<file path="config.mk">
export PLATFORM = sky130hd
export DESIGN_NAME = alu_ctrl_seq
export DESIGN_NICKNAME = d
export VERILOG_FILES = /design/src/rtl/alu_ctrl_seq.sv
export SDC_FILE = /design/constraint.sdc
export NUM_CORES = 1
export LEC_CHECK = 0
export ABC_AREA = 1
export CORE_MARGIN = 2
export CORE_UTILIZATION = 37
export DETAILED_ROUTE_END_ITERATION = 10
export PLACE_DENSITY = 0.61
export SYNTH_ARGS = -nofsm -noshare
export SYNTH_HDL_FRONTEND = slang
export SYNTH_SLANG_ARGS = --single-unit
</file>
<file path="constraint.sdc">
create_clock -name i_clk -period 1.8 [get_ports i_clk]
set_clock_uncertainty 0.05 [all_clocks]
set_input_delay 0.27 -clock i_clk [delete_from_list [all_inputs] [get_ports i_clk]]
set_output_delay 0.27 -clock i_clk [all_outputs]
set_load 0.01 [all_outputs]
</file>
<file path="src/rtl/alu_ctrl_seq.sv">
// Registered MIPS ALU-control stage with valid/ready handshake, stall/flush handling and a
// busy sequencer that back-pressures decode while the HI/LO unit runs MULT/MULTU/DIV/DIVU.
module alu_ctrl_seq #(
  parameter int unsigned SIZEOP     = 6,
  parameter int unsigned MUL_CYCLES = 4,
  parameter int unsigned DIV_CYCLES = 32,
  parameter int unsigned CNTW       = 6
) (
  input  logic              i_clk,
  input  logic              i_reset,
  input  logic              i_valid,
  input  logic [1:0]        i_aluop,
  input  logic [SIZEOP-1:0] i_opcode,
  input  logic [SIZEOP-1:0] i_funct,
  input  logic              i_stall,
  input  logic              i_flush,
  output logic              o_ready,
  output logic              o_valid,
  output logic [4:0]        o_alucontrol,
  output logic              o_md_start,
  output logic              o_md_busy,
  output logic              o_md_done
);

  localparam logic [4:0] CodeInv = 5'b01111;

  typedef enum logic {StIdle, StBusy} state_e;

  state_e         state_q;
  logic [CNTW-1:0] cnt_q;
  logic           valid_q;
  logic [4:0]     code_q;
  logic           start_q;

  logic [4:0]     dec_code;
  logic           dec_md;
  logic           accept;

  always_comb begin
    dec_code = CodeInv;
    case (i_aluop)
      2'b00: dec_code = 5'b00110;
      2'b01: dec_code = CodeInv;
      2'b10: begin
        case (i_funct)
          6'b000000: dec_code = 5'b00000;
          6'b000010: dec_code = 5'b00001;
          6'b000011: dec_code = 5'b00010;
          6'b000100: dec_code = 5'b00011;
          6'b000110: dec_code = 5'b00100;
          6'b000111: dec_code = 5'b00101;
          6'b100001: dec_code = 5'b00110;
          6'b100011: dec_code = 5'b00111;
          6'b100101: dec_code = 5'b01000;
          6'b100110: dec_code = 5'b01001;
          6'b100100: dec_code = 5'b01010;
          6'b100111: dec_code = 5'b01011;
          6'b101010: dec_code = 5'b01100;
          6'b010000: dec_code = 5'b10100;
          6'b010010: dec_code = 5'b10101;
          6'b011000: dec_code = 5'b10000;
          6'b011001: dec_code = 5'b10001;
          6'b011010: dec_code = 5'b10010;
          6'b011011: dec_code = 5'b10011;
          default:   dec_code = CodeInv;
        endcase
      end
      default: begin
        case (i_opcode)
          6'b001000: dec_code = 5'b00110;
          6'b001100: dec_code = 5'b01010;
          6'b001101: dec_code = 5'b01000;
          6'b001110: dec_code = 5'b01001;
          6'b001111: dec_code = 5'b01101;
          6'b001010: dec_code = 5'b01100;
          default:   dec_code = CodeInv;
        endcase
      end
    endcase
  end

  // Codes 10000..10011 are the HI/LO multi-cycle ops; bit 1 selects divide.
  assign dec_md = (dec_code[4:2] == 3'b100);
  assign o_ready = (state_q == StIdle) && !i_stall && !i_flush;
  assign accept  = i_valid && o_ready;

  always_ff @(posedge i_clk or negedge i_reset) begin
    if (!i_reset) begin
      state_q <= StIdle;
      cnt_q   <= '0;
      valid_q <= 1'b0;
      code_q  <= CodeInv;
      start_q <= 1'b0;
    end else if (i_flush) begin
      state_q <= StIdle;
      cnt_q   <= '0;
      valid_q <= 1'b0;
      start_q <= 1'b0;
    end else begin
      // The busy countdown runs regardless of stall.
      if (state_q == StBusy) begin
        if (cnt_q == '0) state_q <= StIdle;
        else             cnt_q   <= cnt_q - CNTW'(1);
      end
      if (!i_stall) begin
        if (accept) begin
          valid_q <= 1'b1;
          code_q  <= dec_code;
          start_q <= dec_md;
          if (dec_md) begin
            state_q <= StBusy;
            cnt_q   <= dec_code[1] ? CNTW'(DIV_CYCLES - 1) : CNTW'(MUL_CYCLES - 1);
          end
        end else begin
          valid_q <= 1'b0;
          start_q <= 1'b0;
        end
      end
    end
  end

  assign o_valid      = valid_q;
  assign o_alucontrol = code_q;
  assign o_md_start   = start_q;
  assign o_md_busy    = (state_q == StBusy);
  assign o_md_done    = (state_q == StBusy) && (cnt_q == '0);

endmodule

</file>
## Yosys cells after proc, flatten, opt, wreduce, memory -nomap -nowiden

Memories as Yosys holds them, arrays and structs flattened.
Cells that the tools add are included.

| storage, ports and cells | value |
|---|---|
| register bits after elaboration | 14 |
| latch bits | 0 |
| bits in writable memories | 0 |
| memory bits (read-only) | 320 |
| input port bits | 19 |
| output and inout bits | 10 |
| memories kept | 1 |

Memory list:

| name | words | bits a word | rd ports | clocked after Yosys merged registers in | wr ports | line | text |
|---|---|---|---|---|---|---|---|
| (name not given) | 64 | 5 | 1 | 0 | 0 | 45 | `case (i_funct)` |

| cells by class | value |
|---|---|
| add/sub/neg operators | 1 |
| $mul | 0 |
| divide/modulo/power cells | 0 |
| $lt $le $gt $ge | 0 |
| equal/unequal tests | 10 |
| shift operators | 0 |
| mux-type cells | 21 |
| bitwise logic cells | 3 |
| reduce and logical (&&, ||, !) cells | 9 |

Operators with widths:

| operator | count |
|---|---|
| $eq A6 B4 Y1 const B | 6 |
| $mux W6 | 6 |
| $pmux W4 S6 | 1 |
| $pmux W5 S3 | 1 |
| $mux W1 | 12 |
| $logic_not A6 Y1 | 1 |
| $sub A6 B1 Y6 const B | 1 |
| $mux W5 | 1 |
| $logic_and A1 B1 Y1 | 4 |
| $eq A3 B3 Y1 const B | 1 |
| $not A1 Y1 | 3 |
| $reduce_and A3 Y1 | 1 |
| $eq A2 B1 Y1 const B | 1 |
| $eq A2 B2 Y1 const B | 1 |
| $logic_not A1 Y1 | 2 |
| $logic_not A2 Y1 | 1 |
| $ne A2 B1 Y1 const B | 1 |

## Longest topological paths before layout

| depth | value |
|---|---|
| depth in word-level cells | 8 |
| mapped depth | 12 |

## Worst setup path after synthesis

No wires, ideal clock.

| path | value |
|---|---|
| kind | register -> register |
| from | reg cnt_q[0] |
| to | reg cnt_q[3] |
| library setup time | 0.117 ns |
| data arrival time | 1.298 ns |
| data required time | 1.633 ns |
| path slack | 0.335 ns |
| stages on the path, launching flop included | 10 |
| buffers on the path | 0 |
| cell sequence | dfrtp_1 inv_1 ha_1 nand3_1 nor2_1 inv_1 nand3_1 nand2_2 nand3_1 nand2_1 |

| between the ends | value |
|---|---|
| cells in the longest elaborated chain, start to end | 7 |
| elaborated cells on any way between the ends | 8 |
| those cells by class | add/sub: 1; mux: 6; reduce/logical: 1 |

RTL lines:

| element | line | text |
|---|---|---|
| from (decl) | 30 | `logic [CNTW-1:0] cnt_q;` |
| from (signal assigned) | 103 | `else cnt_q <= cnt_q - CNTW'(1);` |
| from (signal assigned) | 112 | `cnt_q <= dec_code[1] ? CNTW'(DIV_CYCLES - 1) : CNTW'(MUL_CYCLES - 1);` |
| $sub A6 B1 Y6 or $logic_not A6 Y1 (tied branches) | 103, 102 |  |
| $mux W6 * | 102 | `if (cnt_q == '0) state_q <= StIdle;` |
| $mux W6 * | 101 | `if (state_q == StBusy) begin` |
| $mux W6 | 110 | `if (dec_md) begin` |
| $mux W6 | 106 | `if (accept) begin` |
| $mux W6 * | 105 | `if (!i_stall) begin` |
| $mux W6 * | 94 | `end else if (i_flush) begin` |

Mark *: on every way between the ends. The rest lies on a longest branch, timed or not.
A chain may end at the register's enable or synchronous reset.

## Final worst setup path

| path | value |
|---|---|
| from | reg code_q[1], in the netlist o_alucontrol[1] |
| to | out o_alucontrol[1] |

RTL lines:

| element | line | text |
|---|---|---|
| from (decl) | 32 | `logic [4:0] code_q;` |
| from (signal assigned) | 92 | `code_q <= CodeInv;` |
| from (signal assigned) | 108 | `code_q <= dec_code;` |
| to (decl) | 19 | `output logic [4:0] o_alucontrol,` |

No word-level cell between the ends.

==> results.md <==
- Commonest cells after routing, fill and taps aside: 55 x nand2_1, 26 x clkdlybuf4s50_1, 21 x inv_1
- CTS Buf Count: 3
- Switching power: 230 uW
- Core Util, Final: 54.1%
- Post-synth ARST share: 100%
- Switching share of power: around 28%
- Largest delay share family, worst path: flip-flops
- Core footprint: between 2000 and 3000 sq um
- GRT overflow: 0
- Layout cells sized above 1: 20.4%
- Die extent in y: between 50 and 60 microns
- Synth top area cells: dfrtp_1 22%, nand2_1 18%, dfstp_2 9.3%
- Initial drt markers: a little over 40
- Clock slew at reported path FFs: about 0.090 ns
- Routed wire length: roughly 2800 microns
- Yosys reg bits: 14
- Design Power: about 820 uW
- # nets final: around 240
- Postcts setup bufs: 0
- Sequential fraction of the synthesis area: a little under a third
- DR DRC count: 0
- Area grow syn2layout: 43.2%
- Syn nets: ~190
- TritonCTS clock tree: done
- Synth warn: 0
- Clock share of power: between 20% and 30%
- Row Count: 20
- DR WL/cell: roughly 11 microns
- Int Pwr: just under 600 uW
- All-Layer GR Usage: 17.6%
- Worst-Margin Slew: 0.362 ns
- Commonest non-fill, non-tap cell in the layout: nand2_1
- DR pass1 iterations: 4
- Max_cap viols: 0
- CP Max Fanout: 2
- Combinational Power Share: approximately 28%
- Final-report hold violation count: 0
- Highest clock rate: approximately 590 MHz
- Vias per cell: ~4.8
- Syn Area/Cell: 6.74 sq um
- Root Buffer: clkbuf_4
- Post-synth EDFFs: 0
- Initial antenna violation count: 0
- Data required, critical path: approximately 1.5 ns
- Worst VDD drop: approximately 0.44 mV
- Fin Hold WS: about 0.23 ns
- Final WS setup: roughly 0.12 ns
- Post-DRT Antenna Nets: 0
- CTS H-tree lvls: 1
- Area share of the largest cell type after synthesis: roughly 22%
- RSZ-0062 raised after global routing: no
- Pwr Density: 507 nW/um^2
- First-pass GRT wire length: ~4800 microns
- Vias in the first global route: 1,114
- Worst setup path class: reg -> out
- Ant. Diodes: 0
- Period minus WS final: roughly 1.7 ns
- Status: completed
- Setup WS pre-CTS: -0.0583 ns
- # IOs: 29
- Clock sink count: 14
- Number of buffers added on ports: 28
- Maximum buffer depth of the clock tree: 2
- Final setup viols: 0
- Hpwl dp: approximately 2300 microns
- Filler instances: about 300
- Cell taking the most area after synthesis: dfrtp_1
- Hold Path Class: in -> async
- WP data arrival: ~1.4 ns
- LEAKAGE: between 0.0008 and 0.0009 uW
- Top FF cell, synth: dfrtp_1
- Period utilization: between 90% and 100%
- Slowest-stage cell, CP: dfstp_2
- Slowest stage delay, CP: between 0.5 and 0.6 ns
- Die ar.: between 3000 and 4000 sq um
- Slew headroom: roughly 76%
- Distinct cells, synth: 29
- Slew Limit Fails: 0
- Post-Syn Instances: ~170
- Largest net degree at the start of global routing: 15
- Register share of total power: a little over two fifths
- Final Wtd Congestion: 0.865
- Crit path capture type: primary output
- Mapped Area: 1120 sq um
- Crit-path cells: clkdlybuf4s50_1
- Clk_lat worst skew: 0.29 ns
- Die Width: 59.1 microns
- Initial Utilization: roughly 38%
- Startpoint Class: flop
- Total number of vias: around 1,200
- CP bufs+invs: 1
-- registers in the layout (all words and copies together) (netlist names) --
name          flops
cnt_q             6
o_md_start        1
o_md_busy         1
o_valid           1
o_alucontrol      5
-- metal layers --
metal  vias to the layer above  share of wire (%)  GRT usage [%]  wire length, microns
li1                        633                  -              -                     -
met1                       543                 52           25.5                  1470
met2                        24                 44           27.0                  1230
met3                         0                4.1           4.80                   116
met4                         0                  0           2.27                     0
met5                         -                  0              0                     0
-- cell usage after synthesis, types with 2 or more instances --
master,instances
nand2_1,55
o21ai_1,2
dfrtp_1,10
nand3_1,12
xor2_1,3
nand2_2,3
inv_2,2
nor2_2,2
nand4_1,4
ha_1,5
a21oi_1,5
nor2_1,15
o21ai_0,9
dfstp_2,4
inv_1,21
nand2_4,2
-- worst paths after layout --
kind	startpoint	endpoint	slack, ns	depth (start not counted)
worst min-delay path	i_reset	cnt_q[0]	0.23	2
worst max register to register	cnt_q[1]	cnt_q[3]	0.31	10
max in group asynchronous	i_reset	o_alucontrol[0]	1.23	2
worst min register to register	o_alucontrol[3]	o_alucontrol[3]	0.43	2
min in group i_clk	o_alucontrol[3]	o_alucontrol[3]	0.43	2
worst max-delay path	o_alucontrol[1]	o_alucontrol[1]	0.12	1
-- area by class of cell --
class,instances,area [sq um],share of cell area (%)
Multi-Input combinational cell,129,681,42.3
Timing Repair Buffer,46,409,25.4
Sequential cell,14,357,22.1
Inverter,23,86.3,5.36
Tap cell,33,41.3,2.56
Clock buffer,4,36.3,2.25
-- per-stage QoR --
step	setup TNS, ns	area, sq um	instances
3_3_place_gp	-0.180	1580	245
2_1_floorplan	0	1120	167
3_5_place_dp	-0.209	1580	245
6_report	0	1610	249
4_1_cts	0	1610	249
5_1_grt	0	1610	249
-- power groups by stage --
stage | sequential, uW | combinational, uW | clock, uW
floorplan | 369 | 79.5 | 0
global placement | 359 | 226 | 0
detailed placement | 359 | 228 | 0
CTS | 353 | 229 | 246
global route | 356 | 250 | 256
finish | 353 | 227 | 237
-- what timing repair did --
item	CTS	global route
hold buffers	0	0
resized for setup	3	3
endpoints found under the setup margin	2	1
pin swaps	0	0
-- cells by family (layout without fill, tap and decap cells) --
kind of cell             after synthesis  in the layout  share of synthesized area (%)
flip-flops                            14             14                           31.6
AO/OA/AOI/OAI                         20             20                           10.5
buffers and inverters                 24             73                           8.12
adder cells (fa/ha/maj)                5              5                           5.56
XOR/XNOR                               4              4                           3.12
AND/OR/NAND/NOR                      100            100                           41.2
Power figures use the tool's default switching activity.
